<file path="config.mk">
export PLATFORM = sky130hd
export DESIGN_NAME = player_exec
export DESIGN_NICKNAME = d
export VERILOG_FILES = /design/src/rtl/player_exec.sv
export SDC_FILE = /design/constraint.sdc
export NUM_CORES = 1
export LEC_CHECK = 0
export ABC_AREA = 0
export CORE_ASPECT_RATIO = 0.7
export CORE_MARGIN = 3
export CORE_UTILIZATION = 59
export CTS_CLUSTER_SIZE = 14
export DETAILED_ROUTE_END_ITERATION = 16
export DONT_BUFFER_PORTS = 1
export GPL_ROUTABILITY_DRIVEN = 0
export PLACE_DENSITY_LB_ADDON = 0.3
export SYNTH_ARGS = -nofsm -noshare
export SYNTH_HDL_FRONTEND = slang
export SYNTH_SLANG_ARGS = --single-unit
export TNS_END_PERCENT = 1
</file>
<file path="constraint.sdc">
create_clock -name clk -period 2.7 [get_ports clk]
set_input_delay 0.54 -clock clk [delete_from_list [all_inputs] [get_ports clk]]
set_output_delay 0.54 -clock clk [all_outputs]
set_load 0.02 [all_outputs]
</file>
<file path="src/rtl/player_exec.sv">
// Player execution unit: applies HP/position instructions through an ALIVE/HIT/DEAD FSM.
// Every output is a register; HPY/DPY fire once per distinct instruction word.
module player_exec #(
    parameter logic [7:0]  MAX_HP   = 8'd100,
    parameter logic [9:0]  X_MIN    = 10'd200,
    parameter logic [9:0]  X_MAX    = 10'd440,
    parameter logic [9:0]  Y_MIN    = 10'd240,
    parameter logic [9:0]  Y_MAX    = 10'd400,
    parameter logic [9:0]  STEP     = 10'd4,
    parameter logic [19:0] MOVE_DIV = 20'd250000,
    parameter logic [23:0] IFRAME   = 24'd5000000
) (
    input  logic        clk,
    input  logic        rst,
    input  logic [15:0] playerInstruction,
    input  logic        isMove,
    output logic [7:0]  playerHP,
    output logic [9:0]  posX,
    output logic [9:0]  posY,
    output logic        isDeath,
    output logic        isDmgComplete,
    output logic        invuln
);
    typedef enum logic [1:0] {ALIVE, HIT, DEAD} state_t;

    localparam logic [3:0] OP_HPY = 4'd1;
    localparam logic [3:0] OP_DPY = 4'd2;
    localparam logic [3:0] OP_IDG = 4'd3;
    localparam logic [3:0] OP_MOV = 4'd5;
    localparam logic [3:0] OP_SHP = 4'd6;

    // Centre computed in 11 bits so the limit sum cannot wrap.
    localparam logic [10:0] X_SUM = {1'b0, X_MIN} + {1'b0, X_MAX};
    localparam logic [10:0] Y_SUM = {1'b0, Y_MIN} + {1'b0, Y_MAX};
    localparam logic [9:0]  X_CTR = X_SUM[10:1];
    localparam logic [9:0]  Y_CTR = Y_SUM[10:1];

    state_t       state_q, state_d;
    logic [7:0]   hp_q, hp_d;
    logic [9:0]   x_q, x_d, y_q, y_d;
    logic [15:0]  last_q, last_d;
    logic [23:0]  icnt_q, icnt_d;
    logic [19:0]  mcnt_q, mcnt_d;
    logic         dmg_q, dmg_d;
    logic         death_q, death_d;
    logic         inv_q, inv_d;

    logic [3:0]   op;
    logic [7:0]   operand;
    logic         is_hd, new_word, mov_run, tick;
    logic [8:0]   heal_sum;
    logic [7:0]   heal_hp, dmg_hp, shp_hp;
    logic [10:0]  x_inc, y_inc, x_lo, y_lo;

    assign op       = playerInstruction[15:12];
    assign operand  = playerInstruction[11:4];
    assign is_hd    = (op == OP_HPY) || (op == OP_DPY);
    assign new_word = is_hd && (playerInstruction != last_q);
    assign mov_run  = isMove && (op == OP_MOV);
    assign tick     = mov_run && (mcnt_q == MOVE_DIV - 20'd1);

    assign heal_sum = {1'b0, hp_q} + {1'b0, operand};
    assign heal_hp  = (heal_sum > {1'b0, MAX_HP}) ? MAX_HP : heal_sum[7:0];
    assign dmg_hp   = (hp_q > operand) ? hp_q - operand : 8'd0;
    assign shp_hp   = (operand > MAX_HP) ? MAX_HP : operand;

    assign x_inc = {1'b0, x_q} + {1'b0, STEP};
    assign y_inc = {1'b0, y_q} + {1'b0, STEP};
    assign x_lo  = {1'b0, X_MIN} + {1'b0, STEP};
    assign y_lo  = {1'b0, Y_MIN} + {1'b0, STEP};

    always_comb begin
        state_d = state_q;
        hp_d    = hp_q;
        x_d     = x_q;
        y_d     = y_q;
        icnt_d  = icnt_q;
        dmg_d   = 1'b0;
        last_d  = is_hd ? last_q : 16'd0;
        mcnt_d  = (!mov_run || tick) ? 20'd0 : mcnt_q + 20'd1;

        if (state_q == HIT) begin
            if (icnt_q == 24'd0) state_d = ALIVE;
            else                 icnt_d  = icnt_q - 24'd1;
        end

        case (op)
            OP_HPY: if (new_word && state_q != DEAD) begin
                last_d = playerInstruction;
                dmg_d  = 1'b1;
                hp_d   = heal_hp;
            end
            OP_DPY: if (new_word && state_q != DEAD) begin
                last_d = playerInstruction;
                dmg_d  = 1'b1;
                // Damage during HIT is consumed but absorbed by the iframes.
                if (state_q == ALIVE) begin
                    hp_d = dmg_hp;
                    if (dmg_hp == 8'd0) begin
                        state_d = DEAD;
                    end else begin
                        state_d = HIT;
                        icnt_d  = IFRAME - 24'd1;
                    end
                end
            end
            OP_IDG: begin
                hp_d    = MAX_HP;
                x_d     = X_CTR;
                y_d     = Y_CTR;
                state_d = ALIVE;
                icnt_d  = 24'd0;
            end
            OP_MOV: if (tick && state_q != DEAD) begin
                case (operand)
                    8'd0: y_d = ({1'b0, y_q} < y_lo) ? Y_MIN : y_q - STEP;
                    8'd1: x_d = (x_inc > {1'b0, X_MAX}) ? X_MAX : x_inc[9:0];
                    8'd2: y_d = (y_inc > {1'b0, Y_MAX}) ? Y_MAX : y_inc[9:0];
                    8'd3: x_d = ({1'b0, x_q} < x_lo) ? X_MIN : x_q - STEP;
                    default: ;
                endcase
            end
            OP_SHP: if (state_q != DEAD) begin
                hp_d = shp_hp;
                if (operand == 8'd0) begin
                    state_d = DEAD;
                    icnt_d  = 24'd0;
                end
            end
            default: ;
        endcase

        death_d = (state_d == DEAD);
        inv_d   = (state_d == HIT);
    end

    always_ff @(posedge clk or posedge rst) begin
        if (rst) begin
            state_q <= ALIVE;
            hp_q    <= MAX_HP;
            x_q     <= X_CTR;
            y_q     <= Y_CTR;
            last_q  <= 16'd0;
            icnt_q  <= 24'd0;
            mcnt_q  <= 20'd0;
            dmg_q   <= 1'b0;
            death_q <= 1'b0;
            inv_q   <= 1'b0;
        end else begin
            state_q <= state_d;
            hp_q    <= hp_d;
            x_q     <= x_d;
            y_q     <= y_d;
            last_q  <= last_d;
            icnt_q  <= icnt_d;
            mcnt_q  <= mcnt_d;
            dmg_q   <= dmg_d;
            death_q <= death_d;
            inv_q   <= inv_d;
        end
    end

    assign playerHP      = hp_q;
    assign posX          = x_q;
    assign posY          = y_q;
    assign isDeath       = death_q;
    assign isDmgComplete = dmg_q;
    assign invuln        = inv_q;
endmodule
</file>
==> impl_metrics.csv <==
group,metric,value,unit
cells_and_area,multi_input_area,0.00414,sq mm
clocking,clk_latency,0.35,ns
floorplanning,die-height,92.8,microns
route,via_per_inst,6.60,
cells_and_area,drive_gt1_frac,0.216,
global_routing,grt_pass1_wl,28.5,mm
setup_path,crit_required,2.97,ns
global_routing,globalRouteMet2Util,0.446,
job,cap_violations,0,
yosys,synth_edf_count,0,
cells_and_area,num-fill-cells,732,
cells_and_area,regArea,0.00224,sq mm
route,vias,6191,
timing,setup_viol,28,
clocking,htree_levels,3,
global_routing,grt_pass1_vias,5813,
clocking,clk_pin_slew,0.07,ns
route,drtIter0Drc,893,
timing,relSlewSlack,0.559,
floorplanning,initial_core_util,0.608,
setup_path,end_kind,"register",
global_routing,grt-ovfl-total,0,
yosys,syn_area,0.00635,sq mm
setup_path,max_stage_delay,0.57,ns
setup_path,slowest_stage,"or4b_4",
route,ant_nets,0,
yosys,yosysUniqueCellTypes,79,
setup_path,worstRegToRegCells,11,
cells_and_area,post-route-cell-area,0.00767,sq mm
clocking,cts_tree,"built",
yosys,yosysSeqAreaShare,0.352,
clocking,cts_made_buffers,9,
timing,drv_slew,0,
yosys,ys_ff_latch,89,
route,first_pass_iters,6,
global_routing,use_met3,0.0882,
power,p_leak,3.24,nW
clocking,cts_root_buf,"clkbuf_16",
floorplanning,rows,31,
setup_path,crit_type,"reg -> reg",
setup_path,crit_path_cell_trace,"inv_2, ha_4, fa_2, nor2b_4, o31a_1, or4_4, o311ai_4, o41ai_4, or4b_4, buf_12, a31oi_4",
route,drc,0,
power,pwr_density_cell,849,mW/mm^2
setup_path,start_kind,"register",
status,status,"complete, but fails checks",
clocking,clock-sinks,89,
timing,hold_ws,0.138,ns
min_path,hp-class,"in -> async",
floorplanning,dieArea,0.0121,sq mm
timing,hold_viol_final,0,
setup_path,r2r-start,"playerHP[0]$_DFFE_PP0P_",
yosys,syn_avg_cell_area,8.55,sq um
timing,rsz0062_at_grt,"true",
yosys,synthCells,742,
cells_and_area,nets,846,
timing,finClkSkew,0.0112,ns
clocking,max-clock-path-buffers,2,
power,irDropWorstVdd,533,uV
place,dp_hpwl,12.8,mm
place,dp_slack,-0.464,ns
global_routing,top_usage_layer,"met2",
yosys,async_flop_share,1.00,
timing,fin_ws,-0.151,ns
status,violations,"negative setup slack",
global_routing,grt_max_degree,35,
timing,min_period,2.85,ns
global_routing,grt.total_usage,0.296,
setup_path,r2r_slack,-0.15,ns
setup_path,cp_max_fo,7,
global_routing,grtUsageMet1,0.408,
timing,fmax,351,MHz
timing,worst_pin_slew,0.661,ns
yosys,synth_ff_type,"dfrtp_1",
cells_and_area,insertedDiodeCount,0,
place,portBuffers,0,
setup_path,timing.rr.end,"icnt_q[19]$_DFF_PP0_",
place,placed_area,0.00696,sq mm
setup_path,arrival,3.12,ns
floorplanning,core,0.0104,sq mm
floorplanning,die_x,130,microns
timing,fin_crit_sh,1.06,
floorplanning,io-pin-count,50,
route,post_drt_wl_per_cell,20.0,microns
yosys,ys_warn_count,0,
global_routing,antenna_found_initial,0,
cells_and_area,area_growth,20.9,%
clocking,hold_buffers,0,
route,totalWireLength,18.8,mm
==> area by class of cell <==
cell class,instances,share of cell area
flip-flops and latches,89,0.291
inverters,32,0.0158
clock buffers,9,0.0294
multi-input cells,583,0.540
well taps,132,0.0215
clock inverters,7,0.0130
repair buffers,86,0.0890
==> placed cells by master (no fill, tap or decap), types with 4 or more instances in the layout <==
cell,instances
o211ai_1,5
nor3_2,7
conb_1,4
or3_1,9
ha_4,6
nor4_1,10
nand3_1,33
nor4_2,4
nand3b_1,7
buf_4,82
xnor2_1,22
and2_1,8
a21oi_1,25
a21oi_2,10
ha_1,18
clkbuf_16,10
xor2_1,43
dfstp_2,7
o21a_1,8
a211oi_1,4
o31ai_1,4
nor3_1,22
nor2_1,67
and3_1,9
and4_1,7
nand2b_1,6
inv_1,30
dfrtp_1,82
nor3b_1,4
nand2_1,76
mux2i_1,5
nand4_1,8
o21ai_0,40
a31oi_1,7
nor2b_1,9
==> through the flow <==
step | setup TNS (ns) | utilization | total power [mW] | std cells
after global placement | -9.14 | 0.667 | 4.34 | 916
after global routing | -4.11 | 0.735 | 6.80 | 938
after CTS | -2.02 | 0.710 | 6.00 | 934
final | -2.74 | 0.735 | 6.51 | 938
after floorplan | -17.59 | - | 3.48 | 745
after detailed placement | -12.95 | 0.667 | 4.45 | 916
==> worst max-delay path by stage <==
stage	to	cells past startpoint	slack, ns	from
floorplan	icnt_q[1]$_DFF_PP0_	12	-0.30	playerInstruction[5]
global placement	playerHP[6]$_DFFE_PP1P_	9	-0.31	playerInstruction[9]
detailed placement	icnt_q[16]$_DFF_PP0_	11	-0.46	playerInstruction[4]
CTS	icnt_q[19]$_DFF_PP0_	9	-0.15	playerHP[2]$_DFFE_PP1P_
global route	icnt_q[0]$_DFF_PP0_	11	-0.21	playerHP[0]$_DFFE_PP0P_
finish	icnt_q[19]$_DFF_PP0_	11	-0.15	playerHP[0]$_DFFE_PP0P_
==> state kept, by name, summed over array words and instances (netlist names) <==
| name | count |
|---|---|
| playerHP | 8 |
| isDmgComplete | 1 |
| posY | 8 |
| mcnt_q | 20 |
| last_q | 16 |
| invuln | 1 |
| posX | 8 |
| state_q | 2 |
| isDeath | 1 |
| icnt_q | 24 |
==> synthesized netlist by cell type, types with 9 or more instances <==
| cell type | instances | area share |
|---|---|---|
| inv_1 | 32 | 0.019 |
| nand3_1 | 33 | 0.026 |
| nor4_1 | 10 | 0.0099 |
| or3_1 | 9 | 0.0089 |
| nor2_1 | 68 | 0.040 |
| and3_1 | 9 | 0.0089 |
| nor3_1 | 30 | 0.024 |
| clkbuf_1 | 28 | 0.017 |
| nor2b_1 | 9 | 0.0089 |
| nand2_1 | 77 | 0.046 |
| dfrtp_1 | 82 | 0.32 |
| xor2_1 | 43 | 0.059 |
| ha_1 | 24 | 0.047 |
| xnor2_1 | 23 | 0.032 |
| a21oi_1 | 30 | 0.024 |
| o21ai_0 | 44 | 0.035 |
==> metal layers <==
metal  vias to the layer above  share of wire
met2                       389           0.44
met1                      2948           0.42
met5                         -              0
met4                         0          0.033
li1                       2774              -
met3                        80           0.11
==> report_power, final <==
part,internal [mW],switching (mW)
Clock,0.818,0.567
Combinational,1.50,1.75
Sequential,1.60,0.284
Total,3.92,2.60
==> cell families after synthesis <==
logic type,synth area share
and+or+nand+nor,0.256
AOI/OAI and AO/OA,0.186
DFF,0.352
buffers and inverters,0.0493
xor gates and xnor gates,0.0911
adders and majority gates,0.0536
muxes,0.0114
other,0.000591
==> what timing repair did <==
action | CTS | global route
endpoints found under the setup margin | 33 | 34
buffers inserted | 2 | 4
cloned | 0 | 1
endpoints found under the hold margin | 0 | 0
pin swaps | 3 | 9
gates resized for setup | 18 | 43
==> critical path, delay by kind of cell, from the launching register on <==
family / cells / cell delay, ns
AOI/OAI and AO/OA: 4 / 0.68
adders and majority gates: 2 / 0.38
buffers and inverters: 2 / 0.25
DFF: 1 / 0.39
and+or+nand+nor: 3 / 1.08
Note: power is estimated with default switching activity, not from simulation.
